<file path="config.mk">
export PLATFORM = sky130hd
export DESIGN_NAME = udp_rx_ctrl_fsm
export DESIGN_NICKNAME = d
export VERILOG_FILES = /design/src/rtl/udp_rx_ctrl_fsm.sv
export SDC_FILE = /design/constraint.sdc
export NUM_CORES = 1
export LEC_CHECK = 0
export CORE_MARGIN = 2
export CORE_UTILIZATION = 49
export CTS_CLUSTER_SIZE = 30
export DETAILED_ROUTE_END_ITERATION = 7
export GPL_TIMING_DRIVEN = 0
export PLACE_DENSITY = 0.82
export SETUP_SLACK_MARGIN = 0.1
export SLEW_MARGIN = 0
export SYNTH_ARGS = -nofsm -noshare
export SYNTH_HDL_FRONTEND = slang
export SYNTH_SLANG_ARGS = --single-unit
</file>
<file path="constraint.sdc">
create_clock -name clk -period 4.37 [get_ports clk]
set_clock_uncertainty 0.1 [all_clocks]
set_input_delay 1.311 -clock clk [delete_from_list [all_inputs] [get_ports clk]]
set_output_delay 1.311 -clock clk [all_outputs]
set_load 0.02 [all_outputs]
</file>
<file path="src/rtl/udp_rx_ctrl_fsm.sv">
// udp_rx_ctrl_fsm -- receive-control FSM for the UDP packet parser.
//
// Purpose: sequences header capture, a one-cycle header-latch, the
// accept/drop decision and payload forward/drop for one packet at a time.
// Keeps its own byte counter (header-done is derived from it), applies
// input back-pressure during the latch/decision cycles, checks the UDP
// length, detects truncated headers and idle timeouts, and reports a
// per-packet completion code plus forwarded/dropped packet statistics.
//
// Ports:
//   clk, rst        clock, synchronous active-high reset
//   s_valid/s_last  input beat handshake and end-of-packet marker
//   s_bytes         valid bytes on the last beat (other beats are full)
//   s_ready         beat accepted when s_valid && s_ready
//   port_hit        per-entry destination-port match from the header parser
//   checksum_ok     header parser checksum result
//   udp_len         UDP length field from the header parser
//   parse_enable    header parser captures the current beat
//   latch_outputs   header parser latches its outputs
//   fwd_enable      forward payload beats
//   drop_enable     discard payload beats
//   port_sel        lowest matching port-table index
//   byte_count      bytes accepted in the current/last packet (saturating)
//   pkt_done        one-cycle completion pulse
//   pkt_status      completion code, valid with and held after pkt_done
//                   0 ok, 1 checksum, 2 no port, 3 truncated, 4 length
//                   mismatch, 5 idle timeout, 6 udp_len shorter than header
//   fwd_pkts        forwarded packet count (wraps)
//   drop_pkts       dropped/aborted packet count (wraps)
// NUM_PORTS must be at least 2.

module udp_rx_ctrl_fsm #(
  parameter int BYTES_PER_BEAT = 1,
  parameter int HDR_BYTES      = 8,
  parameter int NUM_PORTS      = 4,
  parameter int LEN_W          = 16,
  parameter int TIMEOUT_CYC    = 1024
) (
  input  logic                                  clk,
  input  logic                                  rst,
  input  logic                                  s_valid,
  input  logic                                  s_last,
  input  logic [$clog2(BYTES_PER_BEAT+1)-1:0]   s_bytes,
  output logic                                  s_ready,
  input  logic [NUM_PORTS-1:0]                  port_hit,
  input  logic                                  checksum_ok,
  input  logic [LEN_W-1:0]                      udp_len,
  output logic                                  parse_enable,
  output logic                                  latch_outputs,
  output logic                                  fwd_enable,
  output logic                                  drop_enable,
  output logic [$clog2(NUM_PORTS)-1:0]          port_sel,
  output logic [LEN_W-1:0]                      byte_count,
  output logic                                  pkt_done,
  output logic [2:0]                            pkt_status,
  output logic [31:0]                           fwd_pkts,
  output logic [31:0]                           drop_pkts
);

  localparam int PS_W = $clog2(NUM_PORTS);
  localparam int TO_W = (TIMEOUT_CYC > 1) ? $clog2(TIMEOUT_CYC + 1) : 1;
  localparam logic [TO_W-1:0] TO_LAST = TO_W'((TIMEOUT_CYC > 0) ? TIMEOUT_CYC - 1 : 0);

  localparam logic [2:0] IDLE    = 3'd0;
  localparam logic [2:0] HEADER  = 3'd1;
  localparam logic [2:0] LATCH   = 3'd2;
  localparam logic [2:0] CHECK   = 3'd3;
  localparam logic [2:0] FORWARD = 3'd4;
  localparam logic [2:0] DROP    = 3'd5;

  logic [2:0]       state_reg, state_next;
  logic [LEN_W-1:0] byte_count_reg, byte_count_next;
  logic [LEN_W-1:0] udp_len_reg, udp_len_next;
  logic [PS_W-1:0]  port_sel_reg, port_sel_next;
  logic [2:0]       drop_code_reg, drop_code_next;
  logic             hdr_last_reg, hdr_last_next;
  logic [TO_W-1:0]  idle_cnt_reg, idle_cnt_next;
  logic             pkt_done_reg, done_next;
  logic [2:0]       pkt_status_reg, status_next;
  logic [31:0]      fwd_pkts_reg, drop_pkts_reg;

  logic             acc;
  logic [LEN_W-1:0] beat_bytes, cnt_base, cnt_acc;
  logic [LEN_W:0]   cnt_sum;
  logic             hdr_done, timing_state, timeout;
  logic [NUM_PORTS-1:0] hit_below, first_hit;
  logic [PS_W-1:0]  hit_sel;
  logic             reject;
  logic [2:0]       reject_code;

  // Everything reads as zero while reset is held, including s_ready.
  assign s_ready       = !rst && (state_reg == IDLE || state_reg == HEADER ||
                                  state_reg == FORWARD || state_reg == DROP);
  assign acc           = s_valid && s_ready;
  assign parse_enable  = !rst && (state_reg == IDLE || state_reg == HEADER) && s_valid;
  assign latch_outputs = !rst && (state_reg == LATCH);
  assign fwd_enable    = !rst && (state_reg == FORWARD);
  assign drop_enable   = !rst && (state_reg == DROP);
  assign port_sel      = port_sel_reg;
  assign byte_count    = byte_count_reg;
  assign pkt_done      = pkt_done_reg;
  assign pkt_status    = pkt_status_reg;
  assign fwd_pkts      = fwd_pkts_reg;
  assign drop_pkts     = drop_pkts_reg;

  // Only the last beat may be partial. The first beat of a packet (IDLE)
  // restarts the count instead of adding to the previous packet's total.
  assign beat_bytes = s_last ? LEN_W'(s_bytes) : LEN_W'(BYTES_PER_BEAT);
  assign cnt_base   = (state_reg == IDLE) ? '0 : byte_count_reg;
  assign cnt_sum    = {1'b0, cnt_base} + {1'b0, beat_bytes};
  assign cnt_acc    = cnt_sum[LEN_W] ? '1 : cnt_sum[LEN_W-1:0];
  assign hdr_done   = cnt_acc >= LEN_W'(HDR_BYTES);

  // Idle timer covers the states where the packet is waiting on input.
  assign timing_state = (state_reg == HEADER || state_reg == FORWARD || state_reg == DROP);
  assign timeout      = (TIMEOUT_CYC > 0) && timing_state && !acc && (idle_cnt_reg == TO_LAST);

  // Lowest-index match wins: isolate the first set bit, then encode it.
  for (genvar gi = 0; gi < NUM_PORTS; gi++) begin : g_prio
    if (gi == 0) begin : g_first
      assign hit_below[gi] = 1'b0;
    end else begin : g_rest
      assign hit_below[gi] = hit_below[gi-1] | port_hit[gi-1];
    end
    assign first_hit[gi] = port_hit[gi] & ~hit_below[gi];
  end

  always_comb begin
    hit_sel = '0;
    for (int i = 0; i < NUM_PORTS; i++) begin
      if (first_hit[i]) hit_sel = PS_W'(i);
    end
  end

  // Drop reasons in priority order: short length, no port, bad checksum.
  always_comb begin
    reject      = 1'b1;
    reject_code = 3'd0;
    if (udp_len < LEN_W'(HDR_BYTES))  reject_code = 3'd6;
    else if (port_hit == '0)           reject_code = 3'd2;
    else if (!checksum_ok)             reject_code = 3'd1;
    else                               reject      = 1'b0;
  end

  always_comb begin
    state_next      = state_reg;
    byte_count_next = acc ? cnt_acc : byte_count_reg;
    udp_len_next    = udp_len_reg;
    port_sel_next   = port_sel_reg;
    drop_code_next  = drop_code_reg;
    hdr_last_next   = hdr_last_reg;
    idle_cnt_next   = '0;
    done_next       = 1'b0;
    status_next     = pkt_status_reg;
    if ((TIMEOUT_CYC > 0) && timing_state && !acc) idle_cnt_next = idle_cnt_reg + 1'b1;

    case (state_reg)
      IDLE, HEADER: begin
        if (acc) begin
          if (hdr_done) begin
            state_next    = LATCH;
            hdr_last_next = s_last;
          end else if (s_last) begin
            state_next  = IDLE;
            done_next   = 1'b1;
            status_next = 3'd3;
          end else begin
            state_next = HEADER;
          end
        end else if (timeout) begin
          state_next  = IDLE;
          done_next   = 1'b1;
          status_next = 3'd5;
        end
      end
      LATCH: state_next = CHECK;
      CHECK: begin
        udp_len_next   = udp_len;
        port_sel_next  = hit_sel;
        drop_code_next = reject_code;
        if (hdr_last_reg) begin
          // Header-only packet: nothing left to stream, finish here.
          state_next  = IDLE;
          done_next   = 1'b1;
          status_next = reject ? reject_code
                               : ((udp_len == LEN_W'(HDR_BYTES)) ? 3'd0 : 3'd4);
        end else begin
          state_next = reject ? DROP : FORWARD;
        end
      end
      FORWARD, DROP: begin
        if (acc && s_last) begin
          state_next  = IDLE;
          done_next   = 1'b1;
          if (state_reg == DROP) status_next = drop_code_reg;
          else                   status_next = (cnt_acc != udp_len_reg) ? 3'd4 : 3'd0;
        end else if (timeout) begin
          state_next  = IDLE;
          done_next   = 1'b1;
          status_next = 3'd5;
        end
      end
      default: state_next = IDLE;
    endcase
  end

  always_ff @(posedge clk) begin
    if (rst) begin
      state_reg      <= IDLE;
      byte_count_reg <= '0;
      udp_len_reg    <= '0;
      port_sel_reg   <= '0;
      drop_code_reg  <= '0;
      hdr_last_reg   <= 1'b0;
      idle_cnt_reg   <= '0;
      pkt_done_reg   <= 1'b0;
      pkt_status_reg <= '0;
      fwd_pkts_reg   <= '0;
      drop_pkts_reg  <= '0;
    end else begin
      state_reg      <= state_next;
      byte_count_reg <= byte_count_next;
      udp_len_reg    <= udp_len_next;
      port_sel_reg   <= port_sel_next;
      drop_code_reg  <= drop_code_next;
      hdr_last_reg   <= hdr_last_next;
      idle_cnt_reg   <= idle_cnt_next;
      pkt_done_reg   <= done_next;
      if (done_next) begin
        pkt_status_reg <= status_next;
        // Status 0/4 only arise from accepted packets; all else is a drop.
        if (status_next == 3'd0 || status_next == 3'd4) fwd_pkts_reg  <= fwd_pkts_reg + 32'd1;
        else                                            drop_pkts_reg <= drop_pkts_reg + 32'd1;
      end
    end
  end

endmodule

</file>
==> summary.md <==
The flow ran to the end, and the final reports show no timing, DRC or antenna violations. The number of different library cells used by synthesis comes to 73. The run gives 701 as the iteration-0 DRC count of the detailed router. The share of the cycle needed by the critical path after routing was 95.3%. In this run, post-CTS hold repair placed 0 buffers. The clock tree synthesis step divided the H-tree into 4 levels. After detailed routing, the average wire length per cell comes to 17.3 um. Cells with a size suffix above 1 make up 12.4% of the layout. Leading cell type by number of instances after synthesis: sky130_fd_sc_hd__dfxtp_1. The run gives 41.2% as the power share of the sequential group.

The run gives 34.3% as the fraction of the yosys area taken by sequential cells. Subtracting the final worst setup slack from the clock period gives 4.16 ns. The final layout contains routed wiring with a total length of 21500 um.

0 antenna diodes ended up in the layout. Port buffering added 115 buffers. Internal power: 2.03 mW. By count the netlist is led by sky130_fd_sc_hd__dfxtp_1, sky130_fd_sc_hd__nand2_1, sky130_fd_sc_hd__nor2_1.

At the pin with the least slew margin, the transition time is 0.929 ns. Die height: 124 um. For this run, the leading register cell type out of synthesis is sky130_fd_sc_hd__dfxtp_1. In this run, the clock network consumes 45.8% of the power. The via count of the first global-routing pass was 6721; the number of flops mapped to enable cells by yosys was 0.

Measured against its own limit, the worst slew margin works out to 37.5%. The area enclosed by the die boundary was 0.0153 mm^2; the synthesis warning total was 0. For the post-detailed-route count of antenna-violating nets, the log shows 0.

The placed instances occupy a cell area of 0.00844 mm^2. The tool flagged a number of max-cap violations equal to 0. The portion of total power attributed to combinational logic came out at 12.9%.

The HPWL after detailed placement is 14800 um. TritonCTS built the clock tree. The number of antenna violations at the first check in global routing is 0. The region available for standard cell placement spans 0.0139 mm^2. For this design the top-level I/O count stands at 117. Dividing total power by cell area gives a power density of 294 mW/mm^2.

The tree built by TritonCTS fans out to 120 sinks. Data on the critical path arrives at its endpoint at 4.38 ns. The tools report the net switching component of the power as 711 uW. The cell area that synthesis handed to floorplanning was 0.00700 mm^2. The share of synthesized area in the top cell type comes to 34.3%.

Met3 usage: 7.89%. By area the synthesized netlist is led by sky130_fd_sc_hd__dfxtp_1, sky130_fd_sc_hd__a21oi_1, sky130_fd_sc_hd__nand2_1, sky130_fd_sc_hd__nor2_1, sky130_fd_sc_hd__xnor2_1. The area growth from synthesis to layout was 33.4%. Entering global routing, the biggest net connects 17 pins. The worst setup path is launched from an input port. The count of standard-cell rows is 43, and the final design instance area without fill is 0.00934 mm^2.

Detailed routing inserted a total of 7543 vias. Power comes to 2.75 mW. The clock passes through at most 2 buffers. The tools report the hold violation count in the final report as 0.

Switching share of power: 25.9%. The leading area contributor after synthesis is sky130_fd_sc_hd__dfxtp_1. Data on the critical path is required at its endpoint by 4.59 ns. In this run the static leakage power is 3.18 nW.

The average instance in the mapped netlist occupies 7.82 um^2. The initial utilization of the core area, before any placement, comes to 50.3%. After technology mapping, the gate count stands at 896. Maximum frequency from static timing analysis: 240 MHz. STA classifies the critical path endpoint as a flip-flop. Using the TritonRoute via totals, the vias-per-cell ratio works out to 6.08. The met1 demand-to-capacity share in global routing was 36.8%. The share of flip-flops with an asynchronous set or reset after synthesis works out to 0%.

The clock root buffer master is sky130_fd_sc_hd__clkbuf_16. Setup violations remaining at the end of the flow were counted as 0. The post-synthesis sequential element count was 120; the maximum ir drop on the vdd rail was 264 uV. Setup repair after global routing could not meet its margin everywhere. Across all hold checks on the routed design, the worst slack comes to 0.364 ns. Along the worst path, the maximum fanout reaches 7. The run gives 6 as the number of detailed-route iterations in the first pass. For the count of final max-slew check failures, the log shows 0. At the later pin of the worst-skew pair, clock insertion delay measures 0.43 ns.

The tools report the aggregate global routing overflow as 0. Global-route layer with the greatest usage: met2. After the last flow step, the layout net total stands at 1082. For this run, design rule violations remaining after detail routing come to 0. The clock slew seen by the registers of the worst setup and hold paths works out to 0.05 ns. The met2 usage was 43.3%; the wire length of the first global-routing pass was 33500 um. At the end of routability-driven placement, the weighted congestion stood at 0.907. The die extent in x was 124 um. Synthesis produced a netlist with a net count of 927. In the global route stage, overall resource usage came out at 28.1%. Filler cell count: 1157. The path type of the worst min-delay path is flip-flop to flip-flop.

For the number of buffers inserted during clock tree synthesis, the log shows 17. The critical path is of the input port to flip-flop type.
## final cells by class
class                           instances  area (um^2)  share of cell area [%]
Buffer                                 60          303                    3.24
Timing Repair Buffer                  136         1350                    14.5
Sequential cell                       120         2400                    25.7
Clock inverter                          4         20.0                   0.214
Tap cell                              180          225                    2.41
Inverter                               21         78.8                   0.844
Multi-Input combinational cell        695         4460                    47.7
Clock buffer                           24          502                    5.37
## power groups by stage
stage                     combinational [mW]  sequential [mW]  clock [mW]
after global routing                   0.379             1.13        1.31
after detailed placement               0.303             1.15           0
final                                  0.355             1.13        1.26
after floorplan                        0.177             1.16           0
after CTS                              0.340             1.13        1.27
after global placement                 0.301             1.15           0
## timing repair
item                       in CTS  in global routing
setup buffers                  15                  4
setup endpoints to repair      71                 59
pin swaps                      11                 12
cloned                          2                  0
gates resized for setup        37                 27
## metal layers
metal	up-vias	routed length, um
li1	3565	-
met1	3542	9150
met2	378	9890
met3	58	1860
met4	0	566
met5	-	0
## cell families after synthesis
logic type / after synthesis / synth area share, %
buffers and inverters: 81 / 4.73
AOI/OAI and AO/OA: 212 / 21.2
xor gates and xnor gates: 55 / 6.88
muxes: 14 / 2.09
adders and majority gates: 5 / 0.893
and+or+nand+nor: 409 / 29.9
DFF: 120 / 34.3
## layout by cell type (no fill, tap or decap), types with 9 or more instances in the layout
| cell | instances |
|---|---|
| sky130_fd_sc_hd__xnor2_1 | 34 |
| sky130_fd_sc_hd__o21ai_0 | 35 |
| sky130_fd_sc_hd__dfxtp_1 | 119 |
| sky130_fd_sc_hd__inv_1 | 21 |
| sky130_fd_sc_hd__a31o_2 | 9 |
| sky130_fd_sc_hd__nand3_1 | 52 |
| sky130_fd_sc_hd__nor4_1 | 18 |
| sky130_fd_sc_hd__buf_4 | 19 |
| sky130_fd_sc_hd__nand4_1 | 23 |
| sky130_fd_sc_hd__or3_1 | 14 |
| sky130_fd_sc_hd__xor2_1 | 21 |
| sky130_fd_sc_hd__clkbuf_16 | 17 |
| sky130_fd_sc_hd__a31oi_1 | 9 |
| sky130_fd_sc_hd__clkbuf_1 | 40 |
| sky130_fd_sc_hd__nor3_1 | 15 |
| sky130_fd_sc_hd__a21oi_1 | 79 |
| sky130_fd_sc_hd__nand2_1 | 101 |
| sky130_fd_sc_hd__nor2_1 | 96 |
| sky130_fd_sc_hd__or4_1 | 11 |
| sky130_fd_sc_hd__o31ai_1 | 11 |
| sky130_fd_sc_hd__and3_1 | 22 |
| sky130_fd_sc_hd__clkdlybuf4s50_1 | 112 |
## path summary, 6_finish.rpt
kind	depth (start not counted)	startpoint	end	slack (ns)
max	14	s_last	fwd_pkts[27]	0.21
min	1	idle_cnt_reg[0]	idle_cnt_reg[0]	0.36
max reg2reg	18	state_reg[2]	fwd_pkts[27]	0.21
min reg2reg	1	idle_cnt_reg[0]	idle_cnt_reg[0]	0.36
## critical path: stages
cell and delay, ns:
sky130_fd_sc_hd__buf_2 0.14, sky130_fd_sc_hd__nand2b_4 0.10, sky130_fd_sc_hd__ha_4 0.16, sky130_fd_sc_hd__nand3_4 0.11
sky130_fd_sc_hd__or4_4 0.55, sky130_fd_sc_hd__o41ai_4 0.42, sky130_fd_sc_hd__nand2_2 0.10, sky130_fd_sc_hd__a211oi_4 0.25
sky130_fd_sc_hd__buf_12 0.16, sky130_fd_sc_hd__a31o_4 0.20, sky130_fd_sc_hd__buf_4 0.13, sky130_fd_sc_hd__nand2_4 0.06
sky130_fd_sc_hd__nor4_2 0.30, sky130_fd_sc_hd__mux2_2 0.37
## stage by stage
| stage | cells | worst slack, ns | util (%) | setup TNS, ns |
|---|---|---|---|---|
| floorplan | 896 | 0.106 | - | 0 |
| global route | 1240 | 0.0921 | 67.1 | 0 |
| global placement | 1191 | -1.04 | 60.6 | -60.56 |
| CTS | 1236 | 0.108 | 66.5 | 0 |
| finish | 1240 | 0.206 | 67.1 | 0 |
| detailed placement | 1191 | -1.08 | 60.6 | -63.11 |
Power figures use the tool's default switching activity.
==> patch, RTL diff (same flow settings) <==
Change the parameter `LEN_W` from 16 to 32.
--- a/src/rtl/udp_rx_ctrl_fsm.sv
+++ b/src/rtl/udp_rx_ctrl_fsm.sv
@@ -35,3 +35,3 @@
   parameter int NUM_PORTS      = 4,
-  parameter int LEN_W          = 16,
+  parameter int LEN_W          = 32,
   parameter int TIMEOUT_CYC    = 1024
Interface: changed (resized byte_count and udp_len); port bits go from 117 to 149. No check against the original RTL was run, so the function may have changed too.
==> patch against the original RTL <==
The run now ends with setup timing left. Hold slack better by 2.9 ps. Via count is 32% higher. Critical path type unchanged. Sequential cell count is 32 higher. Design area is 31% higher. Sequential share of layout area is 0.88 points lower. Area after synthesis is 23% higher. First-iteration DRC count is 37% higher. Setup slack worse by 340 ps. Largest cell class unchanged. Wire length is 56% higher.
Power is not compared: it rests on default switching activity, and its combinational part moved more than twofold at a synthesized area within 25%.
==> patch: results (changes against the original RTL) <==
[outcome]
status = complete, but fails checks
violations = setup timing

[cells_and_area]
area_delta_synth_final_pct = 42.4
nClkBuffers = 18  ; -25%
drive_gt1_frac = 0.176  ; +0.0528
buffers = 276  ; +41%
layout.nonclk_buf_frac = 0.197  ; +0.0194
seq_area_frac = 0.248  ; -0.00876
multi_input_area_share = 0.470  ; -0.00700
n_fill_cell = 1336  ; +15%

[placement]
port_buffers = 148  ; +29%
gp_congestion = 0.996  ; +9.8%
dp_hpwl_um = 23000  ; +55%
dpl_cell_area_mm2 = 0.0106  ; +25%

[global_routing]
grt_pass1_wl_um = 50100  ; +49%
use_met1 = 0.429  ; +0.0609
use_met2 = 0.563  ; +0.129

[worst_setup_path]
timing.rr.start = state_reg[1]
crit_arrival_ps = 4690  ; +310 ps
r2r_slack_ps = -90  ; -300 ps
cp_slowest_stage_delay_ps = 470  ; -80 ps
rr_endpoint = drop_pkts[8]

[route]
wl_um = 33500  ; +56%
routed-wl-met3_um = 3030  ; +63%
wl_met2_um = 15800  ; +59%
dr.pass1.iters = 5  ; -1

[yosys]
synth_nets = 1168  ; +26%
synthDistinctLibCells = 84  ; +15%
synthTopCellsByArea = dfxtp_1, a21oi_1, nand2_1
yosys-mux-area-fraction = 0.00958  ; -0.0113

[timing]
hold_slack_ps = 367  ; +2.89 ps
setup_viol = 19  ; +19
setup-tns-final_ps = -925  ; -925 ps
setup_ws_ps = -137  ; -344 ps

[die]
fp.dieW_um = 137  ; +11%

[cts]
postCtsResizedCells = 103  ; +180%

-- patch: cell types whose count changed after synthesis, sizes merged, moves of 13 or more --
cell,unedited run,this run
dfxtp,120,152
nand2,104,136
a21oi,81,104
o21ai,39,62
xnor2,34,49
inv,21,34
-- patch: how the worst max path moves through the flow --
| stage | start | end | slack, ps | cells after the start |
|---|---|---|---|---|
| finish | s_bytes | drop_pkts[8] | -140 | 17 |
| global route | s_bytes | drop_pkts[14] | -200 | 14 |
| CTS | state_reg[0] | drop_pkts[12] | -240 | 21 |
| detailed placement | s_last | drop_pkts[13] | -1730 | 17 |
| global placement | s_last | drop_pkts[12] | -1690 | 15 |
| floorplan | s_bytes | drop_pkts[16] | -120 | 15 |
-- patch: power breakdown --
group          total, uW  switching (uW)  internal (uW)
sequential          1500            60.0           1440
combinational       1300             794            506
clock               1590             663            929
total               4390            1520           2870
-- patch: tightest hold or removal path: stages (launching register included) --
cell and delay, ps:
dfxtp_1 320, nand2_1 50, a21oi_1 50
